--- config.mk ---
export PLATFORM = sky130hd
export DESIGN_NAME = regfile_sequencer_flat
export DESIGN_NICKNAME = d
export VERILOG_FILES = /design/src/rtl/regfile_sequencer_pkg.sv /design/src/rtl/regfile_sequencer_if.sv /design/src/rtl/regfile_sequencer_onehot_dec.sv /design/src/rtl/regfile_sequencer.sv /design/src/flat_wrapper.sv
export SDC_FILE = /design/constraint.sdc
export NUM_CORES = 1
export LEC_CHECK = 0
export ABC_AREA = 0
export ABC_CLOCK_PERIOD_IN_PS = 2600
export CAP_MARGIN = 20
export CORE_MARGIN = 2
export CORE_UTILIZATION = 39
export DETAILED_ROUTE_END_ITERATION = 16
export PLACE_DENSITY = 0.89
export RECOVER_POWER = 50
export SLEW_MARGIN = 10
export SYNTH_ARGS = -nofsm -noshare
export SYNTH_HDL_FRONTEND = slang
export SYNTH_HIERARCHICAL = 1
export SYNTH_SLANG_ARGS = --single-unit
--- constraint.sdc ---
create_clock -name clk -period 2.6 [get_ports clk]
set_clock_uncertainty 0.2 [all_clocks]
set_input_delay 0.52 -clock clk [delete_from_list [all_inputs] [get_ports clk]]
set_output_delay 0.52 -clock clk [all_outputs]
set_load 0.05 [all_outputs]
--- src/rtl/regfile_sequencer_pkg.sv ---
// Shared types and constants for the register-file sequencer slice.
// Holds the FSM encoding, register index/select widths, write-source codes and requester IDs.
package regfile_seq_pkg;

  localparam int NREGS = 16;
  localparam int IDX_W = $clog2(NREGS);

  typedef logic [IDX_W-1:0] idx_t;
  typedef logic [NREGS-1:0] sel_t;

  typedef enum logic [2:0] {
    S_IDLE,
    S_READ,
    S_EXEC,
    S_WB,
    S_LOAD
  } state_e;

  localparam logic WSRC_ALU = 1'b0;
  localparam logic WSRC_LD  = 1'b1;

  typedef enum logic {
    EX = 1'b0,
    LD = 1'b1
  } req_id_e;

endpackage

--- src/rtl/regfile_sequencer_if.sv ---
// Requester, ALU and register-file control signals between the sequencer and its environment.
// The slave modport is the sequencer's view of these signals; the master modport is the environment's view.
interface regfile_sequencer_if;
  import regfile_seq_pkg::*;

  logic ex_req;
  idx_t ex_rd;
  idx_t ex_rn;
  idx_t ex_rm;
  logic ex_wb;
  logic ex_gnt;
  logic ld_req;
  idx_t ld_rd;
  logic ld_gnt;
  sel_t rd_sel_a;
  sel_t rd_sel_b;
  sel_t wr_sel;
  logic we;
  logic wsrc;
  logic alu_start;
  logic alu_done;
  logic busy;
  logic done;
  logic err;

  modport slave (
    input  ex_req, ex_rd, ex_rn, ex_rm, ex_wb, ld_req, ld_rd, alu_done,
    output ex_gnt, ld_gnt, rd_sel_a, rd_sel_b, wr_sel, we, wsrc, alu_start, busy, done, err
  );

  modport master (
    output ex_req, ex_rd, ex_rn, ex_rm, ex_wb, ld_req, ld_rd, alu_done,
    input  ex_gnt, ld_gnt, rd_sel_a, rd_sel_b, wr_sel, we, wsrc, alu_start, busy, done, err
  );

endinterface

--- src/rtl/regfile_sequencer_onehot_dec.sv ---
// Register index to one-hot select decoder with enable.
// The output is all zeros whenever the enable is low.
module onehot_dec
  import regfile_seq_pkg::*;
(
  input  logic en,
  input  idx_t idx,
  output sel_t sel
);

  always_comb begin
    sel = '0;
    if (en) sel[idx] = 1'b1;
  end

endmodule

--- src/rtl/regfile_sequencer.sv ---
// Arbitrates the register file between the execute path and the operand loader.
// Sequences read, ALU and writeback phases so each bus has at most one driver.
module regfile_sequencer
  import regfile_seq_pkg::*;
#(
  parameter int ALU_TIMEOUT = 15
) (
  input  logic                 clk,
  input  logic                 rst_n,
  regfile_sequencer_if.slave   bus
);

  localparam int CNT_W = $clog2(ALU_TIMEOUT + 1);

  state_e           state_q, state_d;
  idx_t             rn_q, rn_d, rm_q, rm_d, wr_idx_q, wr_idx_d;
  logic             wb_q, wb_d;
  req_id_e          last_q, last_d;
  logic [CNT_W-1:0] cnt_q, cnt_d;
  logic             done_q, done_d, err_q, err_d;
  logic             grant_ex, grant_ld;
  logic             rd_en, wr_en, timeout;

  assign timeout = (cnt_q == CNT_W'(ALU_TIMEOUT - 1));

  // Grants are combinational in IDLE; gating with rst_n keeps them low during reset.
  always_comb begin
    grant_ex = 1'b0;
    grant_ld = 1'b0;
    if (rst_n && state_q == S_IDLE) begin
      if (bus.ex_req && bus.ld_req) begin
        grant_ex = (last_q == LD);
        grant_ld = (last_q == EX);
      end else begin
        grant_ex = bus.ex_req;
        grant_ld = bus.ld_req;
      end
    end
  end

  always_ff @(posedge clk or negedge rst_n) begin
    if (!rst_n) state_q <= S_IDLE;
    else        state_q <= state_d;
  end

  always_comb begin
    state_d = state_q;
    case (state_q)
      S_IDLE: begin
        if (grant_ex)      state_d = S_READ;
        else if (grant_ld) state_d = S_LOAD;
      end
      S_READ: state_d = S_EXEC;
      S_EXEC: begin
        if (bus.alu_done) state_d = wb_q ? S_WB : S_IDLE;
        else if (timeout) state_d = S_IDLE;
      end
      S_WB:    state_d = S_IDLE;
      S_LOAD:  state_d = S_IDLE;
      default: state_d = S_IDLE;
    endcase
  end

  always_comb begin
    rd_en         = (state_q == S_READ);
    wr_en         = (state_q == S_WB) || (state_q == S_LOAD);
    bus.we        = wr_en;
    bus.wsrc      = (state_q == S_LOAD) ? WSRC_LD : WSRC_ALU;
    bus.alu_start = (state_q == S_EXEC) && (cnt_q == '0);
    bus.busy      = (state_q != S_IDLE);
    bus.ex_gnt    = grant_ex;
    bus.ld_gnt    = grant_ld;
    bus.done      = done_q;
    bus.err       = err_q;
  end

  // Request fields, round-robin history, ALU wait counter and completion pulses.
  always_comb begin
    rn_d     = rn_q;
    rm_d     = rm_q;
    wr_idx_d = wr_idx_q;
    wb_d     = wb_q;
    last_d   = last_q;
    cnt_d    = cnt_q;
    if (grant_ex) begin
      rn_d     = bus.ex_rn;
      rm_d     = bus.ex_rm;
      wr_idx_d = bus.ex_rd;
      wb_d     = bus.ex_wb;
      last_d   = EX;
    end else if (grant_ld) begin
      wr_idx_d = bus.ld_rd;
      last_d   = LD;
    end
    if (state_q == S_READ)      cnt_d = '0;
    else if (state_q == S_EXEC) cnt_d = cnt_q + 1'b1;
    done_d = (state_q == S_WB) || (state_q == S_LOAD) ||
             ((state_q == S_EXEC) && bus.alu_done && !wb_q);
    err_d  = (state_q == S_EXEC) && !bus.alu_done && timeout;
  end

  always_ff @(posedge clk or negedge rst_n) begin
    if (!rst_n) begin
      rn_q     <= '0;
      rm_q     <= '0;
      wr_idx_q <= '0;
      wb_q     <= 1'b0;
      last_q   <= LD;
      cnt_q    <= '0;
      done_q   <= 1'b0;
      err_q    <= 1'b0;
    end else begin
      rn_q     <= rn_d;
      rm_q     <= rm_d;
      wr_idx_q <= wr_idx_d;
      wb_q     <= wb_d;
      last_q   <= last_d;
      cnt_q    <= cnt_d;
      done_q   <= done_d;
      err_q    <= err_d;
    end
  end

  onehot_dec u_dec_a (.en(rd_en), .idx(rn_q),     .sel(bus.rd_sel_a));
  onehot_dec u_dec_b (.en(rd_en), .idx(rm_q),     .sel(bus.rd_sel_b));
  onehot_dec u_dec_w (.en(wr_en), .idx(wr_idx_q), .sel(bus.wr_sel));

endmodule

--- src/flat_wrapper.sv ---
// flat-port wrapper written by rule: the top's interface ports become plain ports
module regfile_sequencer_flat import regfile_seq_pkg::*;
#(
  parameter int ALU_TIMEOUT = 15
)
  (clk, rst_n, bus_ex_req, bus_ex_rd, bus_ex_rn, bus_ex_rm, bus_ex_wb, bus_ld_req, bus_ld_rd, bus_alu_done, bus_ex_gnt, bus_ld_gnt, bus_rd_sel_a, bus_rd_sel_b, bus_wr_sel, bus_we, bus_wsrc, bus_alu_start, bus_busy, bus_done, bus_err);
  regfile_sequencer_if bus_i ();
  input  logic clk;
  input  logic rst_n;
  input wire logic [$bits(bus_i.ex_req)-1:0] bus_ex_req;
  input wire logic [$bits(bus_i.ex_rd)-1:0] bus_ex_rd;
  input wire logic [$bits(bus_i.ex_rn)-1:0] bus_ex_rn;
  input wire logic [$bits(bus_i.ex_rm)-1:0] bus_ex_rm;
  input wire logic [$bits(bus_i.ex_wb)-1:0] bus_ex_wb;
  input wire logic [$bits(bus_i.ld_req)-1:0] bus_ld_req;
  input wire logic [$bits(bus_i.ld_rd)-1:0] bus_ld_rd;
  input wire logic [$bits(bus_i.alu_done)-1:0] bus_alu_done;
  output wire logic [$bits(bus_i.ex_gnt)-1:0] bus_ex_gnt;
  output wire logic [$bits(bus_i.ld_gnt)-1:0] bus_ld_gnt;
  output wire logic [$bits(bus_i.rd_sel_a)-1:0] bus_rd_sel_a;
  output wire logic [$bits(bus_i.rd_sel_b)-1:0] bus_rd_sel_b;
  output wire logic [$bits(bus_i.wr_sel)-1:0] bus_wr_sel;
  output wire logic [$bits(bus_i.we)-1:0] bus_we;
  output wire logic [$bits(bus_i.wsrc)-1:0] bus_wsrc;
  output wire logic [$bits(bus_i.alu_start)-1:0] bus_alu_start;
  output wire logic [$bits(bus_i.busy)-1:0] bus_busy;
  output wire logic [$bits(bus_i.done)-1:0] bus_done;
  output wire logic [$bits(bus_i.err)-1:0] bus_err;
  assign bus_i.ex_req = bus_ex_req;
  assign bus_i.ex_rd = bus_ex_rd;
  assign bus_i.ex_rn = bus_ex_rn;
  assign bus_i.ex_rm = bus_ex_rm;
  assign bus_i.ex_wb = bus_ex_wb;
  assign bus_i.ld_req = bus_ld_req;
  assign bus_i.ld_rd = bus_ld_rd;
  assign bus_i.alu_done = bus_alu_done;
  assign bus_ex_gnt = bus_i.ex_gnt;
  assign bus_ld_gnt = bus_i.ld_gnt;
  assign bus_rd_sel_a = bus_i.rd_sel_a;
  assign bus_rd_sel_b = bus_i.rd_sel_b;
  assign bus_wr_sel = bus_i.wr_sel;
  assign bus_we = bus_i.we;
  assign bus_wsrc = bus_i.wsrc;
  assign bus_alu_start = bus_i.alu_start;
  assign bus_busy = bus_i.busy;
  assign bus_done = bus_i.done;
  assign bus_err = bus_i.err;
  regfile_sequencer #(.ALU_TIMEOUT(ALU_TIMEOUT)) u_core (.clk(clk), .rst_n(rst_n), .bus(bus_i));
endmodule
# [Yosys cells after proc, flatten, opt, wreduce, memory -nomap -nowiden]
# Index checks and enable logic that the tools add are counted.
# Widths: inputs -> output; s select.
[word_totals] reg_bits=23
[classes] n_addsub=1 n_lt_le_gt_ge=6 n_eq_ne=7 mux=26 bitwise=1 reduce_logical=20
[ops] cell="$mux 16" count=3
[ops] cell="$mux 4" count=4
[ops] cell="$lt 4x5->1 const B" count=3
[ops] cell="$demux 1 s4" count=3
[ops] cell="$ge 4x1->1 const B" count=3
[ops] cell="$mux 3" count=4
[ops] cell="$logic_and 1x1->1" count=10
[ops] cell="$mux 1" count=10
[ops] cell="$pmux 3 s3" count=1
[ops] cell="$eq 3x2->1 const B" count=2
[ops] cell="$add 4x1->4 const B" count=1
[ops] cell="$eq 4x4->1 const B" count=1
[ops] cell="$logic_not 4->1" count=1
[ops] cell="$reduce_bool 2->1" count=2
[ops] cell="$eq 3x1->1 const B" count=1
[ops] cell="$eq 3x3->1 const B" count=1
[ops] cell="$logic_not 3->1" count=1
[ops] cell="$ne 3x2->1 const B" count=1
[ops] cell="$ne 3x3->1 const B" count=1
[ops] cell="$reduce_bool 3->1" count=1
[ops] cell="$logic_not 1->1" count=2
[ops] cell="$logic_or 1x1->1" count=2
[ops] cell="$mux 2" count=1
[ops] cell="$reduce_and 2->1" count=1
[ops] cell="$not 1->1" count=1

# [Longest topological paths before layout]
# Gate-level depths: netlist (run 1).
[logic_depth] depth_word=6 depth_mapped=4 ltp_nobuf=4

# [Hierarchy]
# Netlist (run 1), hierarchy kept.
[modules_own_cells] mod="regfile_sequencer" instances=1 cells_per_inst=83 area_each_um2=1101.1
[modules_own_cells] mod="onehot_dec (u_core.u_dec_a ...)" instances=2 cells_per_inst=23 area_each_um2=120.1
[modules_own_cells] mod="onehot_dec (u_core.u_dec_w)" instances=1 cells_per_inst=23 area_each_um2=117.6

# [Worst setup path before layout (run 1)]
# No wires, ideal clock.
[synth_path] path_kind="register to output" startpoint="register u_core.state_q[1]" endpoint="output port bus_wr_sel[12]" arrival_time_ns=3.621 setup_slack_ns=-1.741 path_stages_with_launch=5 path_buffers=0 path_cell_list="dfrtp_1 > nor3b_1 > nand2b_1 > nand3_1 > nor3_1"
[synth_via] elab_chain_len=3 word_cells_on_any_way=4 cone_classes="2 x eq/ne; 1 x mux; 1 x reduce/logical"
[synth_rtl] element="from (decl)" line_no="regfile_sequencer.sv:15" text="state_e state_q, state_d;"
[synth_rtl] element="from (signal assigned)" line_no="regfile_sequencer.sv:43" text="else state_q <= state_d;"
[synth_rtl] element="$eq 3x2->1 / $eq 3x3->1 (equally long branches)" line_no="regfile_sequencer.sv:66" text="wr_en = (state_q == S_WB) || (state_q == S_LOAD);"
[synth_rtl] element="$logic_or 1x1->1 (*)" line_no="regfile_sequencer.sv:66"
[synth_rtl] element="net bus_we" line_no="flat_wrapper.sv:23" text="output wire logic [$bits(bus_i.we)-1:0] bus_we;"
[synth_rtl] element="$mux 16 (*)" line_no="regfile_sequencer_onehot_dec.sv:13" text="if (en) sel[idx] = 1'b1;"
[synth_rtl] element="to (decl)" line_no="flat_wrapper.sv:22" text="output wire logic [$bits(bus_i.wr_sel)-1:0] bus_wr_sel;"
# The timed path passes the listed nets; every way through them passes the cells marked *.

# [Final worst setup path (run 1)]
[layout_path] startpoint="register u_core.state_q[1]" endpoint="output port bus_wr_sel[0]"
[layout_via] elab_chain_len=3 word_cells_on_any_way=4 cone_classes="2 x eq/ne; 1 x mux; 1 x reduce/logical"
[layout_rtl] element="$eq 3x2->1 / $eq 3x3->1 (equally long branches)" line_no="regfile_sequencer.sv:66"
[layout_rtl] element="$logic_or 1x1->1 (*)" line_no="regfile_sequencer.sv:66"
[layout_rtl] element="$mux 16 (*)" line_no="regfile_sequencer_onehot_dec.sv:13"
# Mark *: on every way between the ends. The rest lies on a longest branch, timed or not.

==> impl_results.md, run 1 <==
- Status: finished, violations left
- Failing checks: setup timing
- Peak Freq: 371 MHz
- Top_reg_cell synth: dfrtp_1
- Non-filler cells, final: 302
- Combinational share of power: 57.9%
- Final total power: 0.00266 W
- Layout area overhead: 128%
- Hold_sp: u_core/last_q
- Critical R2R Capture: u_core/rn_q[2]
- Die X: 65.2 um
- Switch share: 50.7%
- Number of remaining DRC errors: 0
- Die height: 65.2 um
- Dpl hpwl: 4410 um
- Hold EP: u_core/last_q
- Period minus WS final: 2700 ps
- Cell count after synthesis: 152
- RSZ-0062 raised after global routing: true
- Worst setup margin: -95.2 ps
- Placed cell count: 283
- Register area share after synthesis: 39.5%
- Worst Tran Pin Value: 1270 ps
- CTS Root Cell: clkbuf_8
- CP startpoint kind: register
- Pint: 0.00131 W
- Initial drt markers: 68
- GR Util All Layers: 28.5%
- Overflow after GRT: 0
- Max IR drop VDD: 589 uV
- Pin count of the biggest net entering global routing: 24
- Number of global-route vias before repair: 1756
- Buf+Inv Stages, Crit Path: 1
- Clock share of power: 8.6%
- Crit path max-delay cell type: or3b_4
- Slew HR: 15.6%
- CP Capture Type: output port
- Die area: 4250 um2
- Antenna Cells: 0
- Starting density of the core: 40.2%
- Number of cell rows: 22
- Post-Syn Area: 1460 um2
- Reg-to-Reg Start: u_core/state_q[1]
- CTS tree: done
- Reg power frac: 33.5%
- CP peak stage delay: 480 ps
- CTS H-Tree Depth: 1
- CTS sink count: 23
- Flop2flop setup slack: 480 ps
- Input/output buffers: 77
- Top Ports: 78
- Final hold violation count: 0
- Reg2Reg Depth: 7
- CP top delay family: simple AND/OR/NAND/NOR gates
- Worst-Skew Late Latency: 270 ps
- Worst path cell trace: nor3b_4, nand2b_4, or3b_4, nor3_4, buf_12
- Final Max Tran Viols: 0
- CP Data Required Time: 1880 ps
- Max cap viols: 0
- Crit-path max FO: 6
- Via count: 1716
- Core box area: 3630 um2
- Final period util: 104%
- Num CTS Buffers: 3
- Distinct cell type count of the synthesized netlist: 36
- Post-DR wirelength/cell: 22.9 um
- WL final: 6900 um
- Yosys warns: 6
- DR pass1 iterations: 4
- Clk slew on worst S/H paths: 80 ps
- Clk buf depth: 2
- Final setup violation count: 8
- HP Class: register to register
- Initial antenna violation count: 0
- Crit path arrival time: 1980 ps
- CTS Hold Buffers Added: 0
- First-pass GRT wire length: 9070 um
- Switching power: 0.00135 W
- Register bit total from synthesis: 23
- Syn Nets: 177
- Number of synthesized flops with an enable pin: 0
- Pwr per Cell Area: 800 nW/um2
- Crit Path Category: register to output port
- Leakage Power: 1.35 nW
- TNS Setup: -354 ps
- Layout Nets: 280
- Average via count per standard cell: 5.68
- Ys async rst share: 100%
- Mean post-synth cell area: 9.60 um2
- Share of cells above drive strength 1: 62.6%
- Final ANT Viol Nets: 0
- Gpl congestion: 0.843
- Hold depth: 2
logic make-up after synthesis:
family	Yosys count	synth area share, %
xor gates and xnor gates	1	0.600
muxes	11	10.5
adders and majority gates	3	2.57
DFF	23	39.5
AOI/OAI and AO/OA	17	9.69
buffers and inverters	7	2.32
and+or+nand+nor	90	34.8
registers in the layout, indices dropped and copies added (netlist names):
| signal | cells |
|---|---|
| u_core/wr_idx_q | 4 |
| u_core/last_q | 1 |
| u_core/rm_q | 4 |
| u_core/wb_q | 1 |
| u_core/rn_q | 4 |
| u_core/bus.err | 1 |
| u_core/bus.done | 1 |
| u_core/state_q | 3 |
| u_core/cnt_q | 4 |
routing by layer:
metal | wire (um) | vias to the layer above | GRT usage [%]
met5 | 0 | - | 0
li1 | - | 748 | -
met2 | 3800 | 91 | 53.4
met1 | 2560 | 866 | 32.6
met4 | 129 | 0 | 9.90
met3 | 415 | 11 | 4.28
worst max path at each step:
stage / slack, ps / depth (start not counted) / from / end
after global placement: 100 / 5 / rst_n / bus_ld_gnt
after CTS: -30 / 5 / u_core/state_q[1] / bus_wr_sel[0]
final: -100 / 5 / u_core/state_q[1] / bus_wr_sel[0]
after floorplan: -410 / 4 / u_core/state_q[2] / bus_wr_sel[0]
after detailed placement: 7 / 5 / u_core/state_q[1] / bus_rd_sel_b[12]
after global routing: -200 / 5 / u_core/state_q[1] / bus_wr_sel[12]
cells in the final DEF (no fill, tap or decap), types with 2 or more instances in the layout:
cell | netlist | routed
a22o_1 | 3 | 3
a2bb2oi_1 | 4 | 4
buf_12 | 0 | 51
buf_4 | 0 | 24
clkbuf_8 | 0 | 3
clkdlybuf4s50_1 | 0 | 22
dfrtp_1 | 22 | 19
dfrtp_2 | 0 | 3
ha_1 | 3 | 3
inv_1 | 5 | 5
mux2_2 | 2 | 2
mux2_4 | 8 | 8
nand2_1 | 4 | 4
nand2b_1 | 8 | 7
nand3_1 | 5 | 3
nand3b_1 | 7 | 7
nor2_1 | 39 | 4
nor2_2 | 2 | 28
nor2_4 | 0 | 9
nor3_4 | 0 | 12
nor3b_4 | 0 | 2
nor4b_4 | 1 | 2
o32ai_1 | 4 | 4
or3b_4 | 3 | 3
cell usage after synthesis, drive strengths merged, types with 2 or more instances:
master    n  area [um2]
dfrtp    22         551
nor2     41         159
a22o      3        26.3
inv       5        18.8
nor4b     2        32.5
nand3b    8        63.8
mux2     10         143
or3b      4        42.5
a2bb2oi   4        35.0
nand2     4        15.0
nand2b    8        50.1
nor3b     3        22.5
o32ai     4        35.0
ha        3        37.5
nand3     5        25.0
nor3     12        75.1
tightest hold or removal path, stage by stage (launching register included):
cell and delay [ps]:
dfstp_2 400, a21oi_1 120, a31oi_1 60
repair_timing:
| action | CTS | global route |
|---|---|---|
| setup buffers | 8 | 7 |
| resized for setup | 4 | 8 |
| endpoints found under the setup margin | 42 | 49 |
| pin swaps | 2 | 6 |
metrics by stage:
stage / area, um2 / hold WS, ps / util, % / setup WS [ps]
after floorplan: 1740 / 24.4 / - / -407
after global placement: 3120 / 298 / 85.8 / 103
after detailed placement: 3120 / 317 / 85.8 / 7.05
after CTS: 3240 / 346 / 89.1 / -33.8
after global routing: 3330 / 404 / 91.6 / -203
final: 3330 / 380 / 91.6 / -95.2
power by group through the flow:
stage                     sequential [W]  clock, W  combinational [W]
after floorplan                 0.000816         0           0.000876
after global placement          0.000834         0            0.00127
after detailed placement        0.000858         0            0.00134
after CTS                       0.000847  0.000231            0.00142
after global routing            0.000911  0.000257            0.00159
final                           0.000893  0.000228            0.00154
final cells by class:
| type | count | area [um2] |
|---|---|---|
| tap | 48 | 60.1 |
| multi-input combinational | 122 | 1170 |
| timing repair buffer | 100 | 1450 |
| clock inverter | 1 | 5.00 |
| inverter | 5 | 18.8 |
| sequential | 23 | 581 |
| fill | 122 | 307 |
| clock buffer | 3 | 41.3 |
Note: power is estimated with default switching activity, not from simulation.
==> run 2, diff against run 1 <==
--- a/config.mk
+++ b/config.mk
@@ -13,6 +13,7 @@
 export DETAILED_ROUTE_END_ITERATION = 16
 export PLACE_DENSITY = 0.89
 export RECOVER_POWER = 50
+export SKIP_LAST_GASP = 1
 export SLEW_MARGIN = 10
 export SYNTH_ARGS = -nofsm -noshare
 export SYNTH_HDL_FRONTEND = slang
==> impl_results.md, run 2 (synthesis gave the netlist of run 1 again) <==
- Status: finished, violations left
- Failing checks: setup timing
- Gpl congestion: 0.843
- WL final: 6880 um
- Worst-Skew Late Latency: 270 ps
- Leakage Power: 1.35 nW
- Final ANT Viol Nets: 0
- Number of global-route vias before repair: 1756
- CP Data Required Time: 1880 ps
- Initial drt markers: 67
- RSZ-0062 raised after global routing: true
- Top Ports: 78
- Reg-to-Reg Start: u_core/state_q[1]
- Final instance area: 3330 um2
- Layout Nets: 280
- CTS tree: done
- Pin count of the biggest net entering global routing: 24
- Hold_sp: u_core/last_q
- Clk buf depth: 2
- Starting density of the core: 40.2%
- Final hold violation count: 0
- Register area: 581 um2
- Crit-path max FO: 6
- Peak Freq: 371 MHz
- Critical R2R Capture: u_core/rn_q[2]
- Slew HR: 15.6%
- Die area: 4250 um2
- Clk slew on worst S/H paths: 80 ps
- Max cap viols: 0
- Hold_ws: 380 ps
- CTS Root Cell: clkbuf_8
- Average via count per standard cell: 5.66
- Die height: 65.2 um
- Final Max Tran Viols: 0
- CTS H-Tree Depth: 1
- Dpl ws: 7.05 ps
- Post-DR wirelength/cell: 22.8 um
- Share of cells above drive strength 1: 62.6%
- CTS Hold Buffers Added: 0
- Dpl hpwl: 4410 um
- Number of remaining DRC errors: 0
- Reg2Reg Depth: 7
- CTS sink count: 23
- Core box area: 3630 um2
- Layout area overhead: 128%
- DR pass1 iterations: 4
- Initial antenna violation count: 0
- Hold EP: u_core/last_q
- Via count: 1709
- Input/output buffers: 77
- First-pass GRT wire length: 9070 um
- Number of cell rows: 22
- Flop2flop setup slack: 480 ps
- Max IR drop VDD: 588 uV
- HP Class: register to register
- CP Capture Type: output port
- Num CTS Buffers: 3
- CP startpoint kind: register
- GR Util All Layers: 28.5%
- Most frequent cells in the layout: buf_12, nor2_2, buf_4
- Worst setup margin: -97.5 ps
- Final period util: 104%
- Crit path arrival time: 1980 ps
- Most common cell after layout, fill and taps aside: buf_12
- Overflow after GRT: 0
- Final setup violation count: 7
- FILL cells: 122
- Util after Layout: 91.6%
- Placed Area: 3120 um2
- Crit Path Category: register to output port
- Die X: 65.2 um
- Pwr per Cell Area: 800 nW/um2
- Worst Tran Pin Value: 1270 ps
- Period minus WS final: 2700 ps
- Antenna Cells: 0
- Hold depth: 2
- Multi-input combinational cell area: 1170 um2
-- run 2: cell counts in the layout (fill, tap and decap cells not counted) --
No cell type changed its count.
-- run 2: routing by layer --
metal | routed length (um) | vias up | GRT usage [%] | share of wire, %
met4 | 129 | 0 | 9.90 | 1.9
met2 | 3800 | 91 | 53.4 | 55
li1 | - | 747 | - | -
met3 | 440 | 11 | 4.28 | 6.4
met1 | 2510 | 860 | 32.6 | 37
met5 | 0 | - | 0 | 0
-- run 2: final cells by class --
| cell class | instances | area share (%) |
|---|---|---|
| clock buffers | 3 | 1.24 |
| clock inverters | 1 | 0.150 |
| inverters | 5 | 0.564 |
| multi-input cells | 122 | 35.3 |
| flip-flops and latches | 23 | 17.5 |
| well taps | 48 | 1.81 |
| repair buffers | 100 | 43.5 |
-- run 2: how the worst max path moves through the flow --
| stage | start | end | slack [ps] |
|---|---|---|---|
| detailed placement | u_core/state_q[1] | bus_rd_sel_b[12] | 7 |
| floorplan | u_core/state_q[2] | bus_wr_sel[0] | -410 |
| global placement | rst_n | bus_ld_gnt | 100 |
| global route | u_core/state_q[1] | bus_wr_sel[12] | -200 |
| finish | u_core/state_q[1] | bus_wr_sel[0] | -100 |
| CTS | u_core/state_q[1] | bus_wr_sel[0] | -30 |
-- run 2: critical path, stage by stage, from the launching register on --
cell and delay, ps:
dfrtp_2 460, nor3b_4 220, nand2b_4 200, or3b_4 480, nor3_4 180, buf_12 160
-- run 2: per-stage QoR --
step / cells / TNS [ps] / total power [W]
finish: 302 / -341 / 0.00266
detailed placement: 283 / 0 / 0.00220
floorplan: 152 / -7490 / 0.00169
global route: 302 / -2460 / 0.00276
CTS: 295 / -131 / 0.00250
global placement: 283 / 0 / 0.00211
-- run 2: power breakdown --
group | switching, W | leakage, nW | internal [W] | total, W
Clock | 0.000121 | 0.0255 | 0.000107 | 0.000228
Combinational | 0.000847 | 1.05 | 0.000693 | 0.00154
Sequential | 0.000380 | 0.276 | 0.000513 | 0.000893
-- run 2: what timing repair did --
action | CTS | global route
buffers inserted | 8 | 7
resized for setup | 4 | 8
endpoints found under the setup margin | 42 | 49
pin swaps | 2 | 6
cloned | 0 | 0
